### config.mk
export PLATFORM = sky130hd
export DESIGN_NAME = hilo_muldiv
export DESIGN_NICKNAME = d
export VERILOG_FILES = /design/src/rtl/hilo_muldiv.sv
export SDC_FILE = /design/constraint.sdc
export NUM_CORES = 2
export LEC_CHECK = 0
export CORE_AREA = 2 2 297 299
export CTS_CLUSTER_SIZE = 30
export DETAILED_ROUTE_END_ITERATION = 7
export DIE_AREA = 0 0 299 301
export DONT_BUFFER_PORTS = 1
export PLACE_DENSITY = 0.88
export SYNTH_ARGS = -nofsm -noshare
export SYNTH_HDL_FRONTEND = slang
export SYNTH_SLANG_ARGS = --single-unit
### constraint.sdc
create_clock -name clk -period 9.3 [get_ports clk]
set_input_delay 1.395 -clock clk [delete_from_list [all_inputs] [get_ports clk]]
set_output_delay 1.395 -clock clk [all_outputs]
set_load 0.1 [all_outputs]
### src/rtl/hilo_muldiv.sv
// HI/LO register pair with multi-cycle MULT/MULTU/DIV/DIVU and MTHI/MTLO writes (optional macro: HILO_BYPASS_EN).
// Latency: MUL_CYCLES+1 stall cycles for multiply, 33 for divide, 1 for divide-by-zero; MTHI/MTLO visible next cycle.
// Backpressure: stall_o holds IF..EX while an operation is accepted or in flight; flush aborts without touching HI/LO.
`timescale 1ns/1ps
module hilo_muldiv #(
  parameter int MUL_CYCLES = 2
) (
  input  logic        clk,
  input  logic        resetn,
  input  logic        hi_we,
  input  logic        lo_we,
  input  logic [31:0] wdata,
  input  logic        op_valid,
  input  logic [1:0]  op_code,
  input  logic [31:0] src_a,
  input  logic [31:0] src_b,
  input  logic        flush,
  output logic        stall_o,
  output logic [31:0] hi_o,
  output logic [31:0] lo_o
);

  localparam logic [1:0] S_IDLE = 2'd0;
  localparam logic [1:0] S_MUL  = 2'd1;
  localparam logic [1:0] S_DIV  = 2'd2;
  localparam logic [1:0] S_DONE = 2'd3;

  logic [1:0]  state;
  logic [5:0]  cnt;
  logic [31:0] hi, lo;
  logic [31:0] opa, opb;
  logic        op_uns;
  logic [31:0] rem, quo;

  // Operand signs only matter for the signed forms.
  logic        a_neg, b_neg;
  logic [31:0] mag_b;
  logic [63:0] ext_a, ext_b, prod;
  logic [32:0] shifted;
  logic        ge;
  logic [31:0] rem_n, quo_n, q_fix, r_fix;
  logic [31:0] src_a_mag;

  assign a_neg = ~op_uns & opa[31];
  assign b_neg = ~op_uns & opb[31];
  assign mag_b = b_neg ? (~opb + 32'd1) : opb;

  // Sign/zero extension to 64 bits lets one unsigned multiply serve both forms.
  assign ext_a = {{32{a_neg}}, opa};
  assign ext_b = {{32{b_neg}}, opb};
  assign prod  = ext_a * ext_b;

  // One restoring-divide step: the partial remainder never exceeds 32 bits once reduced.
  assign shifted = {rem, quo[31]};
  assign ge      = shifted >= {1'b0, mag_b};
  assign rem_n   = ge ? (shifted[31:0] - mag_b) : shifted[31:0];
  assign quo_n   = {quo[30:0], ge};
  assign q_fix   = (a_neg ^ b_neg) ? (~quo_n + 32'd1) : quo_n;
  assign r_fix   = a_neg ? (~rem_n + 32'd1) : rem_n;

  assign src_a_mag = (~op_code[0] & src_a[31]) ? (~src_a + 32'd1) : src_a;

  // Stall while accepting a new operation or while one is in flight.
  always_comb begin
    stall_o = 1'b0;
    if ((state == S_IDLE) && op_valid && !flush) stall_o = 1'b1;
    if ((state == S_MUL) || (state == S_DIV))    stall_o = 1'b1;
  end

`ifdef HILO_BYPASS_EN
  logic byp;
  assign byp  = (state == S_IDLE) && !op_valid && !flush;
  assign hi_o = (byp && hi_we) ? wdata : hi;
  assign lo_o = (byp && lo_we) ? wdata : lo;
`else
  assign hi_o = hi;
  assign lo_o = lo;
`endif

  // Control FSM, operand latches, divide datapath and HI/LO updates.
  always_ff @(posedge clk or negedge resetn) begin
    if (!resetn) begin
      state  <= S_IDLE;
      cnt    <= 6'd0;
      hi     <= 32'd0;
      lo     <= 32'd0;
      opa    <= 32'd0;
      opb    <= 32'd0;
      op_uns <= 1'b0;
      rem    <= 32'd0;
      quo    <= 32'd0;
    end else if (flush) begin
      state <= S_IDLE;
    end else begin
      case (state)
        S_IDLE: begin
          if (op_valid) begin
            opa    <= src_a;
            opb    <= src_b;
            op_uns <= op_code[0];
            cnt    <= 6'd0;
            rem    <= 32'd0;
            quo    <= src_a_mag;
            if (!op_code[1]) begin
              state <= S_MUL;
            end else if (src_b != 32'd0) begin
              state <= S_DIV;
            end else begin
              hi    <= src_a;
              lo    <= 32'hFFFF_FFFF;
              state <= S_DONE;
            end
          end else begin
            if (hi_we) hi <= wdata;
            if (lo_we) lo <= wdata;
          end
        end
        S_MUL: begin
          cnt <= cnt + 6'd1;
          if (cnt == 6'(MUL_CYCLES - 1)) begin
            hi    <= prod[63:32];
            lo    <= prod[31:0];
            state <= S_DONE;
          end
        end
        S_DIV: begin
          rem <= rem_n;
          quo <= quo_n;
          cnt <= cnt + 6'd1;
          if (cnt == 6'd31) begin
            hi    <= r_fix;
            lo    <= q_fix;
            state <= S_DONE;
          end
        end
        default: state <= S_IDLE;
      endcase
    end
  end

endmodule
==> impl_metrics.tcl <==
set metrics [dict create \
    htreeDepth 1 \
    initial_utilization 0.609 \
    grt_overflow 0 \
    nets 7280 \
    worstSetupPathType "reg2reg" \
    syn2layout_area_growth_pct 4.30 \
    reg2reg_slack_ns 0.24 \
    avgRoutedWirePerCell_um 23.4 \
    drc 0 \
    reg2reg_to "hi_o[18]$_DFFE_PN0P_" \
    min_path_type "in2async" \
    crit_fanout 18 \
    finClkSkew_ns 0.0278 \
    numClockSinks 201 \
    place_congestion 1.01 \
    tightest_slew_ns 1.34 \
    synth_warnings 0 \
    clk_latency_ns 0.59 \
    dpl.hpwl_mm 134 \
    netlist_top_cells_area "fa_1 (43%), dfrtp_1 (9.6%), inv_1 (8.3%)" \
    max_cap_viol_count 0 \
    layout_min_cycle_time_ns 9.06 \
    placedCellCount 6921 \
    max-slew-margin-rel 0.107 \
    portBuffers 0 \
    finalHoldViolCount 0 \
    synth_top_area_share 0.428 \
    synthCells 5974 \
    final_antenna_net_count 0 \
    rr_startpoint "opa[27]$_DFFE_PN0P_" \
    synth_fa_ha_area_frac 0.488 \
    dieArea_mm2 0.0900 \
    grt_use_total 0.374 \
    synth_common_cells "inv_1 (1,163), fa_1 (1,126), nand2_1 (935)" \
    drt-total-wl_mm 164 \
    async_reset_ff_frac 1.00 \
    arrival_ns 9.50 \
    critPathCapture "hi_o[18]$_DFFE_PN0P_" \
    cp-start-kind "flip-flop" \
    synth_compound_area_frac 0.0898 \
    viasPerCell 6.16 \
    finalCritPeriodShare 0.974 \
    synth_cell_types 80 \
    antenna_found_initial 15 \
    finalSetupViolations 0 \
    grt_max_degree 202 \
    crit_required_ns 9.74 \
    cts_tree "yes" \
    die_h_um 301 \
    synth_top_family_by_area "adder cells" \
    avgSynthCellArea_um2 8.82 \
    synth_xor_area_frac 0.0351 \
    synth-seq-cells 201 \
    yosysMostFrequentCell "inv_1" \
    path_clk_slew_ns 0.06 \
    maxSlewViolCount 0 \
    synthMuxAreaShare 0.0243 \
    cts_hold_buf 0 \
    first_global_vias 46300 \
    cts_buffers 26 \
    max_freq_mhz 110 \
    clk_path_buf_depth 3 \
    drive_above_1_share 0.0542 \
    yosysTopAreaCell "fa_1" \
    row_count 108 \
    core_area_mm2 0.0865 \
    root_buffer "clkbuf_16" \
    via_count 43000 \
    yosysSeqAreaShare 0.0955 \
    synth_area_mm2 0.0527 \
    cp-end-kind "flip-flop" \
    syn_nets 7458 \
    yosys.area_share.simple 0.158 \
    grt_setup_unrepaired "false" \
    outcome "finished clean" \
    drtIter0Drc 4865 \
    io_pins 169 \
    synth_enable_flop_cells 0 \
    reg2reg_depth 27 \
    worstSetupStartpoint "opa[27]$_DFFE_PN0P_" \
    grt_pass1_wl_mm 260 \
    drt-pass1-iter-count 8 \
    instances_no_fill 6982 \
    dieWidth_um 299 \
    synth_ff_type "dfrtp_1" \
]
==> cell type report <==
type	count	area, um2
fillers	6746	31600
diodes	14	35.0
clock inverters	11	163
clock buffers	34	731
inverters	1164	4370
flip-flops and latches	201	5040
repair buffers	154	1170
multi-input cells	4249	42000
well taps	1155	1450
==> per-stage QoR <==
stage | hold WS [ns] | instance area [um2] | setup slack (ns) | TNS [ns] | utilization
detailed placement | 0.528 | 54000 | -0.0661 | -0.0661 | 0.624
global route | 0.493 | 54900 | 0.0203 | 0 | 0.635
finish | 0.495 | 54900 | 0.243 | 0 | 0.635
floorplan | 0.464 | 52700 | 0.539 | 0 | -
global placement | 0.490 | 54000 | 0.0735 | 0 | 0.624
CTS | 0.493 | 54900 | 0.00149 | 0 | 0.634
==> worst max-delay path: stages (launching register included) <==
cell	delay, ns
dfrtp_1	0.99
buf_4	0.41
nand2_1	0.11
fa_1	0.50
inv_1	0.05
fa_1	0.50
inv_1	0.05
fa_1	0.50
inv_1	0.05
fa_1	0.47
fa_1	0.50
fa_1	0.51
fa_1	0.50
inv_1	0.05
fa_1	0.55
inv_1	0.06
ha_1	0.37
a21oi_1	0.35
o21ai_0	0.16
a31oi_1	0.34
a211oi_1	0.09
buf_4	0.16
or2_2	0.33
and2_1	0.18
a31oi_1	0.21
xnor2_1	0.15
a221oi_1	0.60
o21ai_1	0.17
==> cell families (layout without fill, tap and decap cells) <==
family                     count (synthesis)  count (layout)
and+or+nand+nor                         1801            1801
buffers and inverters                   1524            1363
adders and majority gates               1380            1380
AOI/OAI and AO/OA                        738             738
xor gates and xnor gates                 211             211
DFF                                      201             201
muxes                                    119             119
other                                      0              14
==> repair_timing <==
| action | 4_1_cts | 5_1_grt |
|---|---|---|
| gates resized for setup | 3 | 11 |
| endpoints found under the setup margin | 1 | 8 |
| pin swaps | 0 | 0 |
| buffers inserted | 0 | 2 |
==> worst min-delay path by stage <==
stage / startpoint / end / slack, ns / cells past startpoint
after floorplan: rem[31]$_DFFE_PN0P_ / rem[31]$_DFFE_PN0P_ / 0.46 / 2
after global placement: rem[31]$_DFFE_PN0P_ / rem[31]$_DFFE_PN0P_ / 0.49 / 2
after detailed placement: quo[30]$_DFFE_PN0P_ / quo[30]$_DFFE_PN0P_ / 0.53 / 2
after CTS: resetn / lo_o[6]$_DFFE_PN0P_ / 0.49 / 0
after global routing: resetn / quo[18]$_DFFE_PN0P_ / 0.49 / 0
final: resetn / lo_o[0]$_DFFE_PN0P_ / 0.49 / 0
==> routing by layer <==
metal / track usage / vias to the layer above / routed length, um
met4: 0.187 / 10 / 10400
li1: - / 17900 / -
met1: 0.485 / 21500 / 58400
met5: 0 / - / 67
met3: 0.103 / 661 / 21500
met2: 0.580 / 2999 / 73300
==> sequential cells by signal, summed over array words and instances (netlist names) <==
signal and flops:
hi_o 32, lo_o 32, opa 32, opb 32, quo 32, rem 32, cnt 6, state 2
op_uns 1
==> layout by cell type, fill, tap and decap left out, types with 88 or more instances in the layout <==
master   instances
a21oi_1        185
and2_1         370
buf_4          153
dfrtp_1        192
fa_1          1126
ha_1           252
inv_1         1162
nand2_1        935
nor2_1         215
o21ai_0        222
xnor2_1        122
xor2_1          88
Power is left out: the tool's default activity adds up to more than one toggle a clock period on the data nets, which glitch-free logic cannot reach.
